File: src/rtl/clock_pkg.sv
// -----------------------------------------------------------------------------
// clock_pkg
//
// Purpose:
//   Shared constants and types for the clock datapath: default timebase
//   settings, the width of the seconds bus, and the BCD digit type used by the
//   display stage. A small binary-to-BCD helper is included so the display
//   stage can split a seconds value into two digits without its own divider.
//
// Contents:
//   CLK_HZ_DEFAULT       default system clock frequency (Hz)
//   SEC_PER_MIN_DEFAULT  default seconds per minute
//   SEC_W                width of the binary seconds bus (0..63)
//   bcd_digit_t          one BCD digit
//   bcd_pair_t           tens/ones digit pair
//   bin_to_bcd()         binary seconds value -> two BCD digits
// -----------------------------------------------------------------------------
package clock_pkg;

    localparam int CLK_HZ_DEFAULT      = 256;
    localparam int SEC_PER_MIN_DEFAULT = 60;
    localparam int SEC_W               = 6;

    typedef logic [3:0] bcd_digit_t;

    typedef struct packed {
        bcd_digit_t tens;
        bcd_digit_t ones;
    } bcd_pair_t;

    // Values up to 63 give a tens digit of at most 6, so both results fit
    // in a single BCD digit.
    function automatic bcd_pair_t bin_to_bcd(input logic [SEC_W-1:0] bin);
        bcd_pair_t          result;
        logic [SEC_W-1:0]   tens_bin;
        logic [SEC_W-1:0]   ones_bin;
        tens_bin    = bin / SEC_W'(10);
        ones_bin    = bin % SEC_W'(10);
        result.tens = tens_bin[3:0];
        result.ones = ones_bin[3:0];
        return result;
    endfunction

endpackage : clock_pkg

File: src/rtl/mod_n_tick.sv
// -----------------------------------------------------------------------------
// mod_n_tick
//
// Purpose:
//   Generic modulo-N counter with count enable, synchronous clear and a
//   registered wrap pulse. The wrap pulse is high for exactly the cycle that
//   follows the edge on which the count rolled over from N-1 to 0.
//
// Parameters:
//   N        modulus (>= 2)
//   W        counter width, must hold N-1
//
// Ports:
//   clk      input   system clock, rising edge
//   reset_n  input   asynchronous active-low reset
//   en_i     input   advance the count on this edge
//   clr_i    input   force the count to 0; wins over en_i and kills the pulse
//   count_o  output  current count, 0..N-1 (registered)
//   wrap_o   output  single-cycle wrap pulse (registered)
// -----------------------------------------------------------------------------
module mod_n_tick #(
    parameter int N = 2,
    parameter int W = 1
) (
    input  logic         clk,
    input  logic         reset_n,
    input  logic         en_i,
    input  logic         clr_i,
    output logic [W-1:0] count_o,
    output logic         wrap_o
);

    localparam logic [W-1:0] LAST = W'(N - 1);

    logic [W-1:0] count_q;
    logic [W-1:0] count_d;
    logic         wrap_q;
    logic         wrap_d;
    logic         at_last;

    assign at_last = (count_q == LAST);

    always_comb begin
        count_d = count_q;
        wrap_d  = 1'b0;
        if (clr_i) begin
            count_d = '0;
        end else if (en_i) begin
            wrap_d  = at_last;
            count_d = at_last ? '0 : count_q + W'(1);
        end
    end

    always_ff @(posedge clk or negedge reset_n) begin
        if (!reset_n) begin
            count_q <= '0;
            wrap_q  <= 1'b0;
        end else begin
            count_q <= count_d;
            wrap_q  <= wrap_d;
        end
    end

    assign count_o = count_q;
    assign wrap_o  = wrap_q;

endmodule : mod_n_tick

File: src/rtl/minute_tick_gen.sv
// -----------------------------------------------------------------------------
// minute_tick_gen
//
// Purpose:
//   Timebase for the clock datapath. Divides the system clock into a 1 Hz
//   tick (one_second) and a one-minute tick (one_minute), and tracks the
//   seconds within the current minute. A fast-watch mode turns every second
//   tick into a minute tick so the minute/hour counters can be exercised
//   quickly. sec_clr re-aligns the prescaler and seconds when a new time is
//   loaded.
//
// Parameters:
//   CLK_HZ       system clock frequency in Hz (>= 2)
//   SEC_PER_MIN  seconds per minute (>= 2, <= 64)
//   PRESC_W      prescaler width, derived from CLK_HZ
//
// Ports:
//   clk          input   system clock, rising edge
//   reset_n      input   asynchronous active-low reset
//   fast_watch   input   level, 1 = one minute per second
//   sec_clr      input   synchronous clear of prescaler and seconds
//   one_second   output  single-cycle pulse every CLK_HZ cycles
//   one_minute   output  single-cycle pulse once per minute
//                        (once per second in fast mode)
//   seconds      output  current seconds, binary, 0..SEC_PER_MIN-1
//
// Build option:
//   MINUTE_TICK_GEN_SYNC_EN  when defined, fast_watch is passed through a
//                            two-flop synchronizer before the mode register
//                            (mode latency 3 cycles instead of 1).
// -----------------------------------------------------------------------------
module minute_tick_gen
    import clock_pkg::*;
#(
    parameter int CLK_HZ      = CLK_HZ_DEFAULT,
    parameter int SEC_PER_MIN = SEC_PER_MIN_DEFAULT,
    parameter int PRESC_W     = $clog2(CLK_HZ)
) (
    input  logic             clk,
    input  logic             reset_n,
    input  logic             fast_watch,
    input  logic             sec_clr,
    output logic             one_second,
    output logic             one_minute,
    output logic [SEC_W-1:0] seconds
);

    localparam logic [PRESC_W-1:0] PRESC_LAST = PRESC_W'(CLK_HZ - 1);

    // ------------------------------------------------------------------
    // Mode input path
    // ------------------------------------------------------------------
    logic fast_src;     // value the mode register loads on the next edge
    logic fast_q;       // registered mode, 1 = fast
    logic mode_change;  // fast_q flips on the coming edge

`ifdef MINUTE_TICK_GEN_SYNC_EN
    // fast_watch may come straight from a switch, so it is treated as
    // asynchronous and resolved through two flops before use.
    logic [1:0] sync_q;

    always_ff @(posedge clk or negedge reset_n) begin
        if (!reset_n) begin
            sync_q <= 2'b00;
        end else begin
            sync_q <= {sync_q[0], fast_watch};
        end
    end

    assign fast_src = sync_q[1];
`else
    assign fast_src = fast_watch;
`endif

    always_ff @(posedge clk or negedge reset_n) begin
        if (!reset_n) begin
            fast_q <= 1'b0;
        end else begin
            fast_q <= fast_src;
        end
    end

    assign mode_change = fast_src ^ fast_q;

    // ------------------------------------------------------------------
    // Prescaler: clk -> 1 Hz
    // ------------------------------------------------------------------
    logic [PRESC_W-1:0] presc_count;
    logic               presc_last;   // this edge is a second tick (if not cleared)

    mod_n_tick #(
        .N (CLK_HZ),
        .W (PRESC_W)
    ) u_presc (
        .clk     (clk),
        .reset_n (reset_n),
        .en_i    (1'b1),
        .clr_i   (sec_clr),
        .count_o (presc_count),
        .wrap_o  (one_second)
    );

    assign presc_last = (presc_count == PRESC_LAST);

    // ------------------------------------------------------------------
    // Seconds counter
    // ------------------------------------------------------------------
    // Held at 0 throughout fast mode, and cleared on the edge where the
    // mode flips. A minute that would have completed on the very edge of a
    // normal->fast switch is discarded along with the partial count.
    logic sec_clr_all;
    logic sec_wrap;

    assign sec_clr_all = sec_clr | fast_q | mode_change;

    mod_n_tick #(
        .N (SEC_PER_MIN),
        .W (SEC_W)
    ) u_seconds (
        .clk     (clk),
        .reset_n (reset_n),
        .en_i    (presc_last),
        .clr_i   (sec_clr_all),
        .count_o (seconds),
        .wrap_o  (sec_wrap)
    );

    // ------------------------------------------------------------------
    // Minute pulse
    // ------------------------------------------------------------------
    // In fast mode every second tick is also a minute tick. The decision
    // uses the mode already registered before the tick edge, so a
    // fast->normal switch on a tick edge still produces this pulse.
    logic fast_min_d;
    logic fast_min_q;

    assign fast_min_d = presc_last & fast_q & ~sec_clr;

    always_ff @(posedge clk or negedge reset_n) begin
        if (!reset_n) begin
            fast_min_q <= 1'b0;
        end else begin
            fast_min_q <= fast_min_d;
        end
    end

    // Both sources are flops and never high together: the seconds counter
    // cannot wrap while fast_q holds it cleared.
    assign one_minute = sec_wrap | fast_min_q;

endmodule : minute_tick_gen

File: config.mk
export PLATFORM = sky130hd
export DESIGN_NAME = minute_tick_gen
export DESIGN_NICKNAME = d
export VERILOG_FILES = /design/src/rtl/clock_pkg.sv /design/src/rtl/mod_n_tick.sv /design/src/rtl/minute_tick_gen.sv
export SDC_FILE = /design/constraint.sdc
export NUM_CORES = 1
export LEC_CHECK = 0
export BUFFER_PORTS_ARGS = -buffer_cell sky130_fd_sc_hd__buf_2
export CORE_MARGIN = 2
export CORE_UTILIZATION = 30
export DETAILED_ROUTE_END_ITERATION = 12
export PLACE_DENSITY = 0.5
export REMOVE_ABC_BUFFERS = 1
export SLEW_MARGIN = 20
export SYNTH_ARGS = -nofsm -noshare
export SYNTH_HDL_FRONTEND = slang
export SYNTH_SLANG_ARGS = --single-unit
export TNS_END_PERCENT = 10
File: constraint.sdc
create_clock -name clk -period 1.88 [get_ports clk]
set_input_delay 0.188 -clock clk [delete_from_list [all_inputs] [get_ports clk]]
set_output_delay 0.188 -clock clk [all_outputs]
set_load 0.01 [all_outputs]
* Yosys cells after proc, flatten, opt, wreduce, memory -nomap -nowiden
Cells that the tools add are included.
Operators by class: reductions and logical operators 1, equality and inequality tests 2, add/sub/neg operators 2, muxes and demuxes 8, bitwise logic cells 7
Operator list (count):
- $mux 6 | 3
- $mux 8 | 2
- $add 8x1->8 const B | 1
- $eq 8x8->1 const B | 1
- $add 6x1->6 const B | 1
- $eq 6x6->1 const B | 1
- $mux 1 | 3
- $or 1x1->1 | 3
- $and 1x1->1 | 2
- $reduce_bool 2->1 | 1
- $not 1->1 | 1
- $xor 1x1->1 | 1
Word-level totals: input port bits 4, logic and storage cells 26, register bits after elaboration 18, output and inout port bits 8

* Longest topological paths before layout
Gate-level depths: netlist of the first run.
depth after elaboration 4, gate-level depth with buffers 6, depth with buffers taken out 5

* Modules after synthesis
A second synthesis of the first run with hierarchy kept.
Unflattened totals: cells, all modules 94, area total of the unflattened synthesis 943.4 sq um
By module, submodules not included:
- mod_n_tick (u_presc) | area an instance 464.2 sq um, seq. area each 225.2 sq um, times used 1, cells each 47
- mod_n_tick (u_seconds) | area an instance 380.4 sq um, seq. area each 175.2 sq um, times used 1, cells each 37
- minute_tick_gen | area an instance 98.8 sq um, seq. area each 50.0 sq um, times used 1, cells each 10

* Least setup slack after synthesis of the first run
Ideal clock, no wire load.
path kind reg-to-reg, start reg u_presc.count_q[0] (netlist: u_presc.count_o[0]), end reg u_seconds.count_q[5] (netlist: u_seconds.count_o[5]), cell stages (with the launch flop) 6, clock period less this slack 1678 ps, slack 202 ps, data arrival time 1601 ps, required time 1802 ps, path through dfrtp_1 ha_1 and4_4 nand4_4 or4_1 a21oi_1
Between the ends: longest elaborated chain between the ends 2
Ends and longest elaborated chain:
- start: declaration | line mod_n_tick.sv:35 | logic [W-1:0] count_q;
- start signal: assignment | line mod_n_tick.sv:59 | count_q <= count_d;
- $eq 8x8->1 | line minute_tick_gen.sv:103 | assign presc_last = (presc_count == PRESC_LAST);
- $reduce_bool 2->1 (no source line)
- end signal: assignment | line mod_n_tick.sv:59
- end: declaration | line mod_n_tick.sv:35
No other way between the ends. A chain may end at the register's enable or synchronous reset.

* Worst setup path after layout of the first run
Ends and elaborated chain as after synthesis.

==> results of run 1 <==
==> cells by family after synthesis <==
family | after synthesis | synth area share
and+or+nand+nor | 34 | 0.2406
DFF | 18 | 0.5414
AOI/OAI and AO/OA | 14 | 0.1128
xor gates and xnor gates | 5 | 0.05263
buffers and inverters | 3 | 0.02256
adders and majority gates | 2 | 0.03007
==> worst register-to-register path, cell delays in order, from the launching register on <==
cell     delay (ns)
dfrtp_1        0.44
ha_4           0.17
and4_4         0.26
nand4_4        0.14
or4_1          0.52
a21oi_1        0.15
==> layout make-up <==
| cell class | count | area [sq um] |
|---|---|---|
| well taps | 31 | 38.79 |
| fillers | 271 | 1688 |
| clock buffers | 4 | 36.28 |
| flip-flops and latches | 18 | 450.4 |
| repair buffers | 16 | 97.59 |
| multi-input cells | 55 | 375.4 |
==> per-layer routing <==
layer	up-vias	share of wire
met1	336	0.44
li1	311	-
met2	20	0.49
met5	-	0
met4	0	0.0087
met3	2	0.067
==> stage by stage <==
stage	power [mW]	cells	setup WS (ns)	hold WS, ns
floorplan	0.4157	73	0.2014	-0.1076
global placement	0.4322	116	0.1612	0.1414
detailed placement	0.4326	116	0.1068	0.1396
CTS	0.6755	121	0.08389	0.001928
global route	0.7210	124	0.01487	0.1669
finish	0.6742	124	0.1406	0.1842
==> repair_timing <==
action,4_1_cts,5_1_grt
endpoints found under the setup margin,0,2
resized for setup,0,2
hold endpoints to repair,18,1
buffers inserted,0,2
hold buffers,1,1
==> where the power goes <==
part / switching, mW / internal [mW] / leakage (nW)
combinational: 0.0200 / 0.0169 / 0.197
clock: 0.119 / 0.118 / 0.0210
sequential: 0.00733 / 0.393 / 0.247
==> layout by cell type, fill, tap and decap left out, drive strengths merged <==
cell	synthesis	layout
dfrtp	18	18
buf	1	14
nand2	8	8
nand3	5	5
xor2	4	4
nor2	4	4
nor3	4	4
a21oi	4	4
clkbuf	2	4
a311oi	3	3
a31oi	2	2
o21ai	2	2
or3	2	2
or2	2	2
nand3b	2	2
a41oi	2	2
dlygate4sd3	0	2
and4	2	2
ha	2	2
and3	1	1
xnor2	1	1
nor2b	1	1
nand4	1	1
and2	1	1
a21o	1	1
or4	1	1
==> how the worst max path moves through the flow <==
stage | end | depth (start not counted)
2_1_floorplan | u_seconds.count_o[5] | 5
3_3_place_gp | u_seconds.count_o[5] | 5
3_5_place_dp | u_seconds.count_o[5] | 5
4_1_cts | u_seconds.count_o[5] | 5
5_1_grt | u_seconds.count_o[5] | 5
6_report | u_seconds.count_o[5] | 5
==> registers in the layout, indices dropped and copies added (netlist names) <==
signal and cells:
fast_min_q 1, fast_q 1, u_presc.count_o 8, u_presc.wrap_o 1
u_seconds.count_o 6, u_seconds.wrap_o 1
==> run_results.csv, run 1 <==
group,metric,value,unit
outcome,status,"finished, final reports clean",
routing,route.detailed.drc,0,
layout,final_nets,100,
sta,rsz0062_at_grt,"false",
setup_path,critPathLaunchType,"flip-flop",
clocking,clock-sinks,18,
sta,min_period,1.739,ns
die,row_count,19,
synth,synth_area_leaders,"dfrtp_1 54%, xor2_1 4.2%, nand2_1 3.6%",
routing,wl_per_cell,12.94,um
setup_path,crit_buf_inv,0,
setup_path,crit_chain,"ha_4 > and4_4 > nand4_4 > or4_1 > a21oi_1",
setup_path,r2r_end,"u_seconds.count_o[5]",
placement,port_buffers,11,
synth,synth_area,832.0,sq um
clocking,ctsRootBufferMaster,"clkbuf_4",
setup_path,crit_family,"simple AND/OR/NAND/NOR gates",
synth,synth.distinct_cells,26,
sta,hold_viol,0,
synth,ys_ff_latch,18,
clocking,cts_tree,"done",
synth,yosysMostFrequentCell,"dfrtp_1",
layout,drive_gt1_frac,0.2688,
sta,fin_crit_sh,0.9252,
clocking,clk_latency,0.29,ns
die,core,2686,sq um
global_route,antenna_found_initial,0,
sta,finalSetupTns,0,ns
die,die_h,56.67,um
routing,first_pass_iters,4,
setup_path,cp-startpoint,"u_presc.count_o[0]",
setup_path,r2r_slack,0.14,ns
sta,setup_viol,0,
synth,yosysSeqAreaShare,0.5414,
min_path,holdCritPathClass,"input port to flip-flop",
synth,synth_top_cell_area_share,0.5414,
run,cap_violations,0,
power,power.leakage,0.4643,nW
setup_path,r2r_cells,5,
setup_path,path_max_fanout,6,
placement,postPlaceCellArea,914.6,sq um
sta,fmax,574.9,MHz
sta,skew,0.0006281,ns
sta,slew_headroom,0.7359,
setup_path,slowest_stage,"or4_1",
clocking,h-tree-depth,1,
global_route,grt_max_degree,19,
layout,synthToLayoutAreaGrowth,20.00,%
sta,tightest_slew,0.3961,ns
routing,avgViaCountPerCell,5.395,
placement,dpl.hpwl,1.115,mm
synth,synth_ff_type,"dfrtp_1",
global_route,grt_pass1_vias,643,
die,io_pins,12,
global_route,met2_usage,0.1811,
placement,gp_congestion,0.6894,
clocking,clk_pin_slew,0.10,ns
global_route,met1_usage,0.1451,
setup_path,crit_type,"flip-flop to flip-flop",
synth,async_flop_share,1.000,
layout,antennaDiodeCount,0,
synth,synth_common_cells,"18 x dfrtp_1, 8 x nand2_1, 5 x nand3_1",
power,max-vdd-ir-drop,388.1,uV
synth,avgSynthCellArea,10.95,sq um
synth,synthCells,76,
setup_path,rr_startpoint,"u_presc.count_o[0]",
die,start_util,0.3097,
global_route,grtUsageMet3,0.05300,
global_route,grtUsageTotal,0.1161,
global_route,top_usage_layer,"met2",
die,die_w,56.67,um
clocking,cts_buffer_depth,2,
setup_path,critPathMaxStageDelay,0.52,ns
sta,slew_viol_final,0,
setup_path,worst_setup_path_end_kind,"flip-flop",
synth,yosysTopAreaCell,"dfrtp_1",
setup_path,cp.arrival,1.96,ns
clocking,cts_buffers,3,
layout,fin_area,998.5,sq um
die,dieArea,3211,sq um
min_path,hold_path_depth,2,
min_path,holdPathEnd,"u_presc.count_o[7]",
routing,wirelength,1.604,mm
min_path,hp-start,"sec_clr",
layout,utilization,0.3717,
setup_path,critical_path_required,2.10,ns
synth,synth_edf_count,0,
routing,ant_nets,0,
power,cellPowerDensity,675.3,nW/um^2
global_route,grt_pass1_wl,2.849,mm
global_route,grt_remaining_overflow,0,
routing,drt_iter0_drc,17,
routing,vias,669,
synth,ys_warn_count,0,
(Power assumes the default switching activity.)
==> inputs of run 2 (changes only) <==
--- a/config.mk
+++ b/config.mk
@@ -5,7 +5,7 @@
 export SDC_FILE = /design/constraint.sdc
 export NUM_CORES = 1
 export LEC_CHECK = 0
-export BUFFER_PORTS_ARGS = -buffer_cell sky130_fd_sc_hd__buf_2
+export BUFFER_PORTS_ARGS = -buffer_cell sky130_fd_sc_hd__buf_4
 export CORE_MARGIN = 2
 export CORE_UTILIZATION = 30
 export DETAILED_ROUTE_END_ITERATION = 12
==> run 2 against run 1 <==
  * Non-clock buffer count shrank 1
  * Critical path type unchanged
  * Register-to-register slack lost 0.02 ns
  * Count of clock-buffer cells in the layout shrank 1
  * Highest routed layer unchanged
  * Global-route usage shrank 0.20 points
  * Fmax shrank 1.3%
  * Sequential share of layout area grew 0.28 points
==> run_results.csv, run 2 (synthesis results as in run 1) <==
group,metric,value,unit
outcome,status,"finished, final reports clean",
die,dieArea,3211,sq um
setup_path,cp.arrival,1.98,ns
sta,finalSetupTns,0,ns
sta,fmax,567.3,MHz
clocking,clk_pin_slew,0.10,ns
routing,wirelength,1.565,mm
global_route,grt_pass1_vias,605,
placement,dp_slack,0.1145,ns
die,row_count,19,
layout,drive_gt1_frac,0.2418,
layout,largest_register_ffs,8,
clocking,cts_buffers,3,
global_route,grt_pass1_wl,2.822,mm
layout,layout_commonest_cell,"dfrtp_1",
clocking,h-tree-depth,1,
placement,gp_congestion,0.7098,
placement,port_buffers,11,
layout,fillers,293,
layout,final_nets,99,
setup_path,path_max_fanout,6,
min_path,holdCritPathClass,"input port to flip-flop",
global_route,grtUsageTotal,0.1142,
die,die_h,56.67,um
sta,skew,0.003419,ns
layout,synthToLayoutAreaGrowth,19.25,%
global_route,antenna_found_initial,0,
power,max-vdd-ir-drop,412.7,uV
clocking,cts_tree,"done",
sta,min_period,1.763,ns
global_route,grt_remaining_overflow,0,
sta,slew_headroom,0.8347,
power,power.leakage,0.4546,nW
layout,antennaDiodeCount,0,
die,core,2686,sq um
die,io_pins,12,
clocking,clock-sinks,18,
global_route,grt_max_degree,19,
sta,fin_crit_sh,0.9377,
clocking,cts_buffer_depth,2,
setup_path,critical_path_required,2.09,ns
run,cap_violations,0,
sta,slew_viol_final,0,
placement,dpl.hpwl,1.133,mm
sta,finalWorstSetupSlack,0.1172,ns
sta,setup_viol,0,
routing,drt_iter0_drc,9,
layout,final_cells,122,
sta,hold_viol,0,
routing,route.detailed.drc,0,
setup_path,crit_type,"flip-flop to flip-flop",
setup_path,critPathLaunchType,"flip-flop",
power,power.total,615.0,uW
routing,wl_per_cell,12.83,um
routing,ant_nets,0,
routing,first_pass_iters,3,
die,start_util,0.3097,
routing,vias,621,
die,die_w,56.67,um
routing,avgViaCountPerCell,5.090,
sta,tightest_slew,0.2479,ns
clocking,clk_latency,0.28,ns
placement,place_inst,116,
clocking,ctsRootBufferMaster,"clkbuf_4",
power,cellPowerDensity,619.9,nW/um^2
setup_path,worst_setup_path_end_kind,"flip-flop",
layout,layout_common_cells,"18 x dfrtp_1, 13 x buf_4, 8 x nand2_1",
==> run 2: cell count changes in the layout (fill, tap and decap cells not counted) <==
cell      change
buf_2        -11
buf_4        +10
clkbuf_8      -1
ha_1          +1
ha_4          -1
==> run 2: final timing paths <==
check,from,end,slack (ns),cells after the start
setup reg to reg,u_presc.count_o[0],u_seconds.count_o[5],0.12,5
min in group asynchronous,reset_n,u_presc.count_o[6],0.30,2
hold / removal,sec_clr,u_presc.count_o[7],0.13,2
setup / recovery,u_presc.count_o[0],u_seconds.count_o[5],0.12,5
hold reg to reg,fast_q,fast_min_q,0.48,1
max in group asynchronous,reset_n,u_seconds.count_o[1],1.39,2
==> run 2: area by class of cell <==
cell class,instances,area (sq um),area share
Tap cell,31,38.79,0.03909
Clock buffer,3,22.52,0.02270
Multi-Input combinational cell,55,362.8,0.3657
Timing Repair Buffer,15,117.6,0.1185
Sequential cell,18,450.4,0.4540
==> run 2: critical path, cell delays in order, from the launching register on <==
cell and delay, ns:
dfrtp_1 0.40, ha_1 0.22, and4_4 0.27, nand4_4 0.13, or4_1 0.52, a21oi_1 0.14
==> run 2: stage by stage <==
| step | util | hold WS [ns] | instance area (sq um) |
|---|---|---|---|
| 2_1_floorplan | - | -0.1076 | 813.3 |
| 3_3_place_gp | 0.3507 | 0.07045 | 942.2 |
| 3_5_place_dp | 0.3507 | 0.06998 | 942.2 |
| 4_1_cts | 0.3628 | 0.0007703 | 974.7 |
| 5_1_grt | 0.3694 | 0.1206 | 992.2 |
| 6_report | 0.3694 | 0.1299 | 992.2 |
==> run 2: power by group <==
group / leakage [nW] / switching, mW / total (mW) / internal (mW)
clock: 0.0138 / 0.110 / 0.184 / 0.0744
sequential: 0.247 / 0.00610 / 0.399 / 0.393
combinational: 0.194 / 0.0174 / 0.0318 / 0.0144
total: 0.455 / 0.133 / 0.615 / 0.482
==> run 2: what timing repair did <==
item | in CTS | in global routing
hold buffers | 1 | 1
hold endpoints to repair | 18 | 1
endpoints found under the setup margin | 0 | 2
gates resized for setup | 0 | 0
buffers inserted | 0 | 1
==> run 2: layer usage <==
| layer | vias to the layer above | routed length (um) | track usage |
|---|---|---|---|
| li1 | 311 | - | - |
| met1 | 297 | 729 | 0.1464 |
| met2 | 11 | 739 | 0.1761 |
| met3 | 2 | 78 | 0.04839 |
| met4 | 0 | 18 | 0.03061 |
| met5 | - | 0 | 0 |
